## src/rtl/int_sqrt_rr_arbiter_if.sv

```systemverilog
// Request/engine/response bundle for the shared integer square-root arbiter.
// The arbiter uses the slave modport; the client/engine side uses master.
interface int_sqrt_rr_arbiter_if #(
    parameter int NUM_REQ = 4,
    parameter int DATA_W  = 8
);
    localparam int ID_W = $clog2(NUM_REQ);

    logic [NUM_REQ-1:0]        req_valid;
    logic [NUM_REQ*DATA_W-1:0] req_a;
    logic [NUM_REQ-1:0]        req_ready;
    logic                      eng_start;
    logic [DATA_W-1:0]         eng_a;
    logic                      eng_done;
    logic [DATA_W-1:0]         eng_sqrt;
    logic                      rsp_valid;
    logic [ID_W-1:0]           rsp_id;
    logic [DATA_W-1:0]         rsp_sqrt;
    logic                      rsp_err;
    logic                      rsp_ready;

    modport slave (
        input  req_valid, req_a, eng_done, eng_sqrt, rsp_ready,
        output req_ready, eng_start, eng_a, rsp_valid, rsp_id, rsp_sqrt, rsp_err
    );

    modport master (
        output req_valid, req_a, eng_done, eng_sqrt, rsp_ready,
        input  req_ready, eng_start, eng_a, rsp_valid, rsp_id, rsp_sqrt, rsp_err
    );
endinterface

```

## src/rtl/int_sqrt_rr_arbiter.sv

```systemverilog
// Round-robin arbiter sharing one integer square-root engine among NUM_REQ
// requesters. One job in flight: accept -> start pulse -> wait for done
// (or watchdog abort) -> hold response until the consumer takes it.
module int_sqrt_rr_arbiter #(
    parameter int NUM_REQ = 4,
    parameter int DATA_W  = 8,
    parameter int TIMEOUT = 64
) (
    input  logic                   clk,
    input  logic                   clr,
    int_sqrt_rr_arbiter_if.slave   bus
);
    localparam int ID_W = $clog2(NUM_REQ);
    localparam int WD_W = $clog2(TIMEOUT) + 1;

    typedef enum logic [1:0] {
        ST_IDLE  = 2'd0,
        ST_ISSUE = 2'd1,
        ST_WAIT  = 2'd2,
        ST_RESP  = 2'd3
    } state_t;

    // First valid requester at or after ptr, wrapping modulo NUM_REQ.
    function automatic logic [ID_W-1:0] rr_pick(
        input logic [NUM_REQ-1:0] valid,
        input logic [ID_W-1:0]    ptr
    );
        logic [ID_W-1:0] pick;
        logic            found;
        int              idx;
        pick  = '0;
        found = 1'b0;
        for (int off = 0; off < NUM_REQ; off++) begin
            idx = (int'(ptr) + off) % NUM_REQ;
            if (!found && valid[idx]) begin
                pick  = ID_W'(idx);
                found = 1'b1;
            end else begin
                found = found;
            end
        end
        return pick;
    endfunction

    state_t            state_q,     state_d;
    logic [ID_W-1:0]   rr_ptr_q,    rr_ptr_d;
    logic [ID_W-1:0]   id_q,        id_d;
    logic [DATA_W-1:0] eng_a_q,     eng_a_d;
    logic              eng_start_q, eng_start_d;
    logic [WD_W-1:0]   wd_q,        wd_d;
    logic              rsp_valid_q, rsp_valid_d;
    logic [DATA_W-1:0] rsp_sqrt_q,  rsp_sqrt_d;
    logic              rsp_err_q,   rsp_err_d;

    logic [ID_W-1:0]    grant_s;
    logic               any_req_s;
    logic [NUM_REQ-1:0] grant_oh_s;
    logic [DATA_W-1:0]  operand_s;

    // Round-robin grant; the one-hot accept is only offered while idle.
    always_comb begin
        grant_s   = rr_pick(bus.req_valid, rr_ptr_q);
        any_req_s = |bus.req_valid;
        operand_s = bus.req_a[grant_s*DATA_W +: DATA_W];
        grant_oh_s = '0;
        if ((state_q == ST_IDLE) && any_req_s) begin
            grant_oh_s = NUM_REQ'(1'b1) << grant_s;
        end else begin
            grant_oh_s = '0;
        end
    end

    // Next-state and next-output logic for the job sequencer.
    always_comb begin
        state_d     = state_q;
        rr_ptr_d    = rr_ptr_q;
        id_d        = id_q;
        eng_a_d     = eng_a_q;
        eng_start_d = 1'b0;
        wd_d        = wd_q;
        rsp_valid_d = rsp_valid_q;
        rsp_sqrt_d  = rsp_sqrt_q;
        rsp_err_d   = rsp_err_q;
        case (state_q)
            ST_IDLE: begin
                if (any_req_s) begin
                    eng_a_d     = operand_s;
                    id_d        = grant_s;
                    rr_ptr_d    = (grant_s == ID_W'(NUM_REQ - 1)) ? '0 : grant_s + ID_W'(1);
                    eng_start_d = 1'b1;
                    state_d     = ST_ISSUE;
                end else begin
                    state_d = ST_IDLE;
                end
            end
            ST_ISSUE: begin
                wd_d    = '0;
                state_d = ST_WAIT;
            end
            ST_WAIT: begin
                wd_d = wd_q + WD_W'(1);
                // A done on the final watchdog cycle still counts as success.
                if (bus.eng_done) begin
                    rsp_sqrt_d  = bus.eng_sqrt;
                    rsp_err_d   = 1'b0;
                    rsp_valid_d = 1'b1;
                    state_d     = ST_RESP;
                end else if (wd_q == WD_W'(TIMEOUT - 1)) begin
                    rsp_sqrt_d  = '0;
                    rsp_err_d   = 1'b1;
                    rsp_valid_d = 1'b1;
                    state_d     = ST_RESP;
                end else begin
                    state_d = ST_WAIT;
                end
            end
            ST_RESP: begin
                if (bus.rsp_ready) begin
                    rsp_valid_d = 1'b0;
                    state_d     = ST_IDLE;
                end else begin
                    state_d = ST_RESP;
                end
            end
            default: begin
                state_d     = ST_IDLE;
                rsp_valid_d = 1'b0;
            end
        endcase
    end

    // State and registered outputs; clr drops any job in flight.
    always_ff @(posedge clk) begin
        if (clr) begin
            state_q     <= ST_IDLE;
            rr_ptr_q    <= '0;
            id_q        <= '0;
            eng_a_q     <= '0;
            eng_start_q <= 1'b0;
            wd_q        <= '0;
            rsp_valid_q <= 1'b0;
            rsp_sqrt_q  <= '0;
            rsp_err_q   <= 1'b0;
        end else begin
            state_q     <= state_d;
            rr_ptr_q    <= rr_ptr_d;
            id_q        <= id_d;
            eng_a_q     <= eng_a_d;
            eng_start_q <= eng_start_d;
            wd_q        <= wd_d;
            rsp_valid_q <= rsp_valid_d;
            rsp_sqrt_q  <= rsp_sqrt_d;
            rsp_err_q   <= rsp_err_d;
        end
    end

    assign bus.req_ready = grant_oh_s;
    assign bus.eng_start = eng_start_q;
    assign bus.eng_a     = eng_a_q;
    assign bus.rsp_valid = rsp_valid_q;
    assign bus.rsp_id    = id_q;
    assign bus.rsp_sqrt  = rsp_sqrt_q;
    assign bus.rsp_err   = rsp_err_q;
endmodule
```

## src/flat_wrapper.sv

```systemverilog
// flat-port wrapper written by rule: the top's interface ports become plain ports
module int_sqrt_rr_arbiter_flat 
#(
    parameter int NUM_REQ = 4,
    parameter int DATA_W  = 8,
    parameter int TIMEOUT = 64
)
  (clk, clr, bus_req_valid, bus_req_a, bus_eng_done, bus_eng_sqrt, bus_rsp_ready, bus_req_ready, bus_eng_start, bus_eng_a, bus_rsp_valid, bus_rsp_id, bus_rsp_sqrt, bus_rsp_err);
  int_sqrt_rr_arbiter_if #(.NUM_REQ(NUM_REQ), .DATA_W(DATA_W)) bus_i ();
  input  logic clk;
  input  logic clr;
  input wire logic [$bits(bus_i.req_valid)-1:0] bus_req_valid;
  input wire logic [$bits(bus_i.req_a)-1:0] bus_req_a;
  input wire logic [$bits(bus_i.eng_done)-1:0] bus_eng_done;
  input wire logic [$bits(bus_i.eng_sqrt)-1:0] bus_eng_sqrt;
  input wire logic [$bits(bus_i.rsp_ready)-1:0] bus_rsp_ready;
  output wire logic [$bits(bus_i.req_ready)-1:0] bus_req_ready;
  output wire logic [$bits(bus_i.eng_start)-1:0] bus_eng_start;
  output wire logic [$bits(bus_i.eng_a)-1:0] bus_eng_a;
  output wire logic [$bits(bus_i.rsp_valid)-1:0] bus_rsp_valid;
  output wire logic [$bits(bus_i.rsp_id)-1:0] bus_rsp_id;
  output wire logic [$bits(bus_i.rsp_sqrt)-1:0] bus_rsp_sqrt;
  output wire logic [$bits(bus_i.rsp_err)-1:0] bus_rsp_err;
  assign bus_i.req_valid = bus_req_valid;
  assign bus_i.req_a = bus_req_a;
  assign bus_i.eng_done = bus_eng_done;
  assign bus_i.eng_sqrt = bus_eng_sqrt;
  assign bus_i.rsp_ready = bus_rsp_ready;
  assign bus_req_ready = bus_i.req_ready;
  assign bus_eng_start = bus_i.eng_start;
  assign bus_eng_a = bus_i.eng_a;
  assign bus_rsp_valid = bus_i.rsp_valid;
  assign bus_rsp_id = bus_i.rsp_id;
  assign bus_rsp_sqrt = bus_i.rsp_sqrt;
  assign bus_rsp_err = bus_i.rsp_err;
  int_sqrt_rr_arbiter #(.NUM_REQ(NUM_REQ), .DATA_W(DATA_W), .TIMEOUT(TIMEOUT)) u_core (.clk(clk), .clr(clr), .bus(bus_i));
endmodule
```

## config.mk

```make
export PLATFORM = sky130hd
export DESIGN_NAME = int_sqrt_rr_arbiter_flat
export DESIGN_NICKNAME = d
export VERILOG_FILES = /design/src/rtl/int_sqrt_rr_arbiter_if.sv /design/src/rtl/int_sqrt_rr_arbiter.sv /design/src/flat_wrapper.sv
export SDC_FILE = /design/constraint.sdc
export NUM_CORES = 1
export LEC_CHECK = 0
export BUFFER_PORTS_ARGS = -buffer_cell sky130_fd_sc_hd__buf_2
export CAP_MARGIN = 30
export CORE_MARGIN = 2
export CORE_UTILIZATION = 49
export CTS_BUF_LIST = sky130_fd_sc_hd__clkbuf_16
export DETAILED_ROUTE_END_ITERATION = 12
export HOLD_SLACK_MARGIN = 0.05
export PLACE_DENSITY = 0.9
export SYNTH_ARGS = -nofsm -noshare
export SYNTH_HDL_FRONTEND = slang
export SYNTH_SLANG_ARGS = --single-unit
```

## constraint.sdc

```tcl
create_clock -name clk -period 4.1 [get_ports clk]
set_input_delay 0.205 -clock clk [delete_from_list [all_inputs] [get_ports clk]]
set_output_delay 0.205 -clock clk [all_outputs]
set_load 0.05 [all_outputs]
```

==> results of run 1 <==
## power groups by stage
stage	Sequential [W]	Combinational, W	Clock [W]
6_report	0.000378	0.000394	0.000332
3_5_place_dp	0.000383	0.000384	0
5_1_grt	0.000382	0.000427	0.000357
3_3_place_gp	0.000381	0.000378	0
2_1_floorplan	0.000477	0.000200	0
4_1_cts	0.000377	0.000385	0.000340
## cell usage in the layout (no fill, tap or decap), types with 6 or more instances in the layout
cell type / instances
buf_2: 72
dfxtp_1: 32
nor2_1: 26
mux2i_1: 18
nand2_1: 11
a221oi_1: 9
a22oi_1: 8
o21bai_1: 8
a21oi_1: 7
inv_1: 7
ha_1: 6
## critical path, delay by kind of cell, from the launching register on
kind	cells	cell delay [ns]
fa+ha+maj	1	0.16
buf+inv	2	0.37
simple gates	3	1.09
flops	1	0.35
## routing by layer
metal | global-route usage | vias up | part of all wire
met2 | 0.3571 | 52 | 0.47
met1 | 0.2230 | 673 | 0.43
met4 | 0.08254 | 0 | 0.012
li1 | - | 752 | -
met3 | 0.08442 | 6 | 0.087
met5 | 0 | - | 0
## per-stage QoR
step	std cells	power, W	hold slack [ns]	instance area, um2
2_1_floorplan	169	0.0006777	0.3676	1550
3_3_place_gp	276	0.0007588	0.4455	1926
3_5_place_dp	276	0.0007671	0.4453	1926
4_1_cts	284	0.001102	0.1786	2062
5_1_grt	285	0.001167	0.1938	2090
6_report	285	0.001104	0.1816	2090
## area by class of cell
type                    instances  area, um2
clock buffers                   5      125.1
clock inverters                 3      11.26
fillers                       255      938.4
inverters                       5      18.77
multi-input cells             123      850.8
flip-flops and latches         32      640.6
well taps                      44      55.05
repair buffers                 73      387.9
## kinds of logic (layout without fill, tap and decap cells)
kind of cell,Yosys count,count (layout)
simple gates,53,53
compound gates,41,41
flops,32,32
mux,18,18
buf+inv,14,86
fa+ha+maj,6,6
xor+xnor,5,5
## registers in the layout, summed over array words and instances (netlist names)
register,flops
u_core.bus.eng_a,8
u_core.bus.rsp_sqrt,8
u_core.wd_q,7
u_core.bus.rsp_id,2
u_core.rr_ptr_q,2
u_core.state_q,2
u_core.bus.eng_start,1
u_core.bus.rsp_err,1
u_core.bus.rsp_valid,1
## how the worst max path moves through the flow
| stage | depth (start not counted) | slack [ns] | start | end |
|---|---|---|---|---|
| finish | 6 | 1.66 | u_core.state_q[1] | bus_req_ready[2] |
| global route | 6 | 1.45 | u_core.state_q[0] | bus_req_ready[2] |
| CTS | 6 | 1.37 | u_core.rr_ptr_q[1] | bus_req_ready[3] |
| detailed placement | 6 | 1.68 | u_core.rr_ptr_q[1] | bus_req_ready[3] |
| global placement | 6 | 1.76 | u_core.rr_ptr_q[1] | bus_req_ready[3] |
| floorplan | 5 | 1.92 | u_core.rr_ptr_q[1] | bus_req_ready[0] |
==> impl_metrics.ini, run 1 <==
[timing]
worst_slack_ns = 1.660
relSlewSlack = 0.3569
fin_setup_tns_ns = 0
fmax_mhz = 409.9
finalSetupViolCount = 0
fin_skew_ns = 0.006501
finalCritPeriodShare = 0.5950
fin_crit_ns = 2.440
hold_violations = 0
rsz0062_at_grt = false
maxSlewViolCount = 0
worst_slew_pin_slew_ns = 0.9627

[floorplanning]
die_area_um2 = 3629
die_w_um = 60.25
num_io_pins = 73
rows = 20
start_util = 0.5120
core_area_um2 = 3028
die_h_um = 60.25

[logic_synthesis]
postSynthAreaPerCell_um2 = 9.173
yosys.area_share.xor_xnor = 0.02825
synth.area.top_cells = dfxtp_1 (41%), mux2i_1 (12%), nor2_1 (6.3%), a221oi_1 (5.1%), ha_1 (4.8%)
synth_top_family_by_area = compound AO/OA/AOI/OAI gates
synth_compound_area_frac = 0.1961
synth_top_area_frac = 0.4132
synth-simple-area-share = 0.1558
synth.area.mux_share = 0.1162
ys_top_cells_by_count = dfxtp_1 (32), nor2_1 (26), mux2i_1 (18)
ys_seq_elements = 32
synthesis.area_um2 = 1550
syn_inst = 169
ys_warn_count = 0
synth.most_common_cell = dfxtp_1
synthAdderAreaFrac = 0.04843
async_flop_share = 0
synthFlopType = dfxtp_1
syn-num-nets = 223
ys_types = 35
yosys.area.top_type = dfxtp_1
ys_seq_area_frac = 0.4132
synth-edff-count = 0

[power_and_ir_drop]
clkPwrFrac = 0.301
p_per_area_nw_per_um2 = 528.5
power_frac_comb = 0.357
p_leak_nw = 0.9845
swShare = 0.3652
vdd_ir_drop_max_v = 0.0003479
seq_power_share = 0.342
p_switching_w = 0.0004034
p_int_w = 0.0007010

[global_routing]
grt_pass1_wl_um = 5513
gr-total-overflow = 0
grt_max_degree = 27
antenna_found_initial = 0
grt.total_usage = 0.2069
grt_pass1_vias = 1372

[final_layout]
drive_gt1_frac = 0.3278
final_nets = 294
finalCoreUtilization = 0.6901
areaGrowthSynthToFinish_pct = 34.79
n_antenna_cell = 0

[clock_network]
postCtsSetupBuffers = 0
cts-root-buf = clkbuf_16
cts_tree = done
cts_sinks = 32
htreeDepth = 2
ctsHoldBuffers = 0
clockBufferDepth = 2
clk_latency_ns = 0.27
postCtsResizedCells = 0
path_clk_slew_ns = 0.05
numCtsBuffers = 5

[setup_path]
reg2reg_slack_ns = 2.02
cp.required_ns = 3.89
cp.arrival_ns = 2.23
r2r_end = u_core.bus.eng_a[1]
critical-path-slowest-cell = nor2b_1
path_class = flop to output port
crit_path_end_kind = output port
slowest_delay_ns = 0.77
worstPathCellList = inv_1 > ha_1 > nor2b_1 > nand2_1 > nor2_1 > buf_2
cp-start-kind = flop
reg2reg_depth = 5
rr_startpoint = u_core.state_q[1]
path_max_fanout = 15

[detailed_routing]
route.detailed.wl_per_inst_um = 12.15
routed-via-count = 1483
route.detailed.drc = 0
wl_um = 3462
ant_nets = 0
via_per_inst = 5.204
drtIter0Drc = 52
first_pass_iters = 4

[placement]
place.gp.congestion = 0.7913
dp_slack_ns = 1.677
port_buffers = 72
hpwl_um = 2526

[outcome]
outcome = complete, no violations

[flow_run]
maxCapViolations = 0

[min_path]
whs_path_depth = 3
min_to = u_core.bus.rsp_sqrt[6]
min_from = bus_eng_sqrt[6]
hold_path_class = primary input to flop
Note: power is estimated with default switching activity, not from simulation.
==> inputs of run 2 (changes only) <==
Settings changed: ABC_AREA from default to 1, CORE_UTILIZATION 49 to 50, PLACE_DENSITY 0.9 to 0.86.
Clock period 4.1 ns to 2.25 ns, I/O delays scaled along.
==> run 2 against run 1 <==
  * Setup slack got worse by 1.5 ns
  * Combinational power rose to 7.4 times the previous value
  * Register-to-register slack got worse by 1.8 ns
  * Utilization rose by 0.90 points
  * Critical endpoint is now bus_req_ready[1]
  * Largest cell class unchanged
  * Largest power group unchanged
==> impl_metrics.ini, run 2 <==
[outcome]
outcome = complete, no violations

[final_layout]
multi_input_area_um2 = 1147
n_antenna_cell = 0
mostFrequentLayoutCells = buf_2 (68), nand2_1 (65), inv_1 (65), nand3_1 (56), dfxtp_1 (31)
layout_commonest_cell = buf_2
drive_gt1_frac = 0.3070
stdcell_area_um2 = 2796
final-seq-area_um2 = 644.4
fillers = 332
areaGrowthSynthToFinish_pct = 34.48
final_nets = 470
finalCoreUtilization = 0.6991

[clock_network]
cts-root-buf = clkbuf_16
numCtsBuffers = 5
htreeDepth = 2
clockBufferDepth = 2
ctsHoldBuffers = 0
cts_sinks = 32
cts_tree = done
clk_latency_ns = 0.27
path_clk_slew_ns = 0.05

[global_routing]
grt_util_met3 = 0.06006
gr-total-overflow = 0
grt_pass1_vias = 2010
met2_usage = 0.4038
grt.total_usage = 0.2300
grt_busiest_layer = met2
met1_usage = 0.2706
grt_max_degree = 24
antenna_found_initial = 0
grt_pass1_wl_um = 8231

[logic_synthesis]
postSynthAreaPerCell_um2 = 6.282
synthesis.area_um2 = 2079
ys_top_cells_by_count = nand2_1 (68), inv_1 (64), nand3_1 (57)
async_flop_share = 0
ys_seq_elements = 32
synth.most_common_cell = nand2_1
yosys.area.top_type = dfxtp_1
syn-num-nets = 385
ys_types = 32
synthFlopType = dfxtp_1
ys_seq_area_frac = 0.3081
synth-edff-count = 0
syn_inst = 331
synth.area.top_cells = dfxtp_1 (31%), nand3_1 (14%), nand2_1 (12%), inv_1 (12%), nor2_1 (5.4%)
ys_warn_count = 0
synth_top_area_frac = 0.3081

[detailed_routing]
routed-via-count = 2335
ant_nets = 0
wl_um = 5501
drtIter0Drc = 172
route.detailed.drc = 0
first_pass_iters = 4
route.detailed.wl_per_inst_um = 11.78
via_per_inst = 5.000

[setup_path]
cp.depth = 13
critical-path-slowest-cell = dfxtp_4
cp-startpoint = u_core.rr_ptr_q[0]
r2r_end = u_core.bus.rsp_valid
path_max_fanout = 8
worstPathCellList = buf_6 > nand2_1 > nand2_1 > nand2_2 > nand2_2 > inv_2 > nand3_2 > inv_1 > nand2_1 > nand3_2 > buf_6 > nor3_4 > buf_6
slowest_delay_ns = 0.37
reg2reg_depth = 9
cp-start-kind = flop
rr_startpoint = u_core.wd_q[0]
crit_family = simple AND/OR/NAND/NOR gates
cp.arrival_ns = 2.01
crit_path_end_kind = output port
cp.required_ns = 2.14
path_class = flop to output port
reg2reg_slack_ns = 0.23
path_buf_inv = 5
cp-endpoint = bus_req_ready[1]

[timing]
hold_violations = 0
relSlewSlack = 0.6841
fin_crit_ns = 2.123
hold_slack_ns = 0.1117
worst_slack_ns = 0.1272
maxSlewViolCount = 0
worst_slew_pin_slew_ns = 0.4706
fmax_mhz = 471.1
fin_skew_ns = 0.003882
finalSetupViolCount = 0
finalCritPeriodShare = 0.9435

[placement]
place.gp.congestion = 0.9051
place_area_um2 = 2474
port_buffers = 72
hpwl_um = 3713
dp_slack_ns = 0.1917

[min_path]
hold_path_class = primary input to flop

[floorplanning]
rows = 23
num_io_pins = 73
start_util = 0.5199
die_h_um = 68.49
die_area_um2 = 4691
core_area_um2 = 4000
die_w_um = 68.49

[power_and_ir_drop]
p_per_area_nw_per_um2 = 1590
vdd_ir_drop_max_v = 0.0008501
p_leak_nw = 1.570

[flow_run]
maxCapViolations = 0
run 2: cell types whose count changed after synthesis, moves of 9 or more:
cell and change:
mux2i_1 -18, nand3_1 +56, a221oi_1 -9, nand2_2 +14, inv_1 +59, nand2_1 +57
run 2: tightest hold or removal path, cell delays in order:
cell	delay [ns]
buf_2	0.09
nand3_1	0.07
a21oi_1	0.06
run 2: worst min path at each step:
stage,from,end,depth (start not counted)
2_1_floorplan,clr,u_core.bus.eng_a[7],3
3_3_place_gp,bus_eng_sqrt[6],u_core.bus.rsp_sqrt[6],3
3_5_place_dp,bus_eng_sqrt[6],u_core.bus.rsp_sqrt[6],3
4_1_cts,bus_eng_sqrt[3],u_core.bus.rsp_sqrt[3],3
5_1_grt,bus_eng_sqrt[0],u_core.bus.rsp_sqrt[0],3
6_report,bus_eng_sqrt[3],u_core.bus.rsp_sqrt[3],3
run 2: stage by stage:
stage               instances  setup TNS [ns]  total power, W
finish                    467               0        0.004446
global route              467        -0.02233        0.004735
CTS                       456               0        0.003954
detailed placement        448               0        0.003120
global placement          448               0        0.003075
floorplan                 331               0        0.002734
run 2: layout make-up:
class	instances	area share
Clock buffer	5	0.04474
Clock inverter	3	0.01387
Inverter	70	0.09485
Multi-Input combinational cell	219	0.4103
Sequential cell	32	0.2304
Tap cell	50	0.02237
Timing Repair Buffer	88	0.1834
run 2: kinds of logic after synthesis:
logic type      share of synthesized area
buf+inv                            0.1606
flops                              0.3081
fa+ha+maj                         0.03610
simple gates                       0.4224
compound gates                    0.07281
run 2: layer usage:
| metal | vias up | share of wire |
|---|---|---|
| met5 | - | 0 |
| met4 | 0 | 0.0080 |
| li1 | 1204 | - |
| met2 | 102 | 0.50 |
| met3 | 4 | 0.066 |
| met1 | 1025 | 0.42 |
run 2: power breakdown:
part	total (W)	internal [W]	switching, W	leakage (nW)
Sequential	0.000788	0.000701	0.0000871	0.263
Clock	0.000737	0.000515	0.000223	0.0850
Combinational	0.00292	0.00106	0.00186	1.22
run 2: timing repair:
item / CTS / global route
setup buffers: 0 / 11
pin swaps: 0 / 3
gates resized for setup: 7 / 15
setup endpoints to repair: 4 / 5
endpoints found under the hold margin: 0 / 0
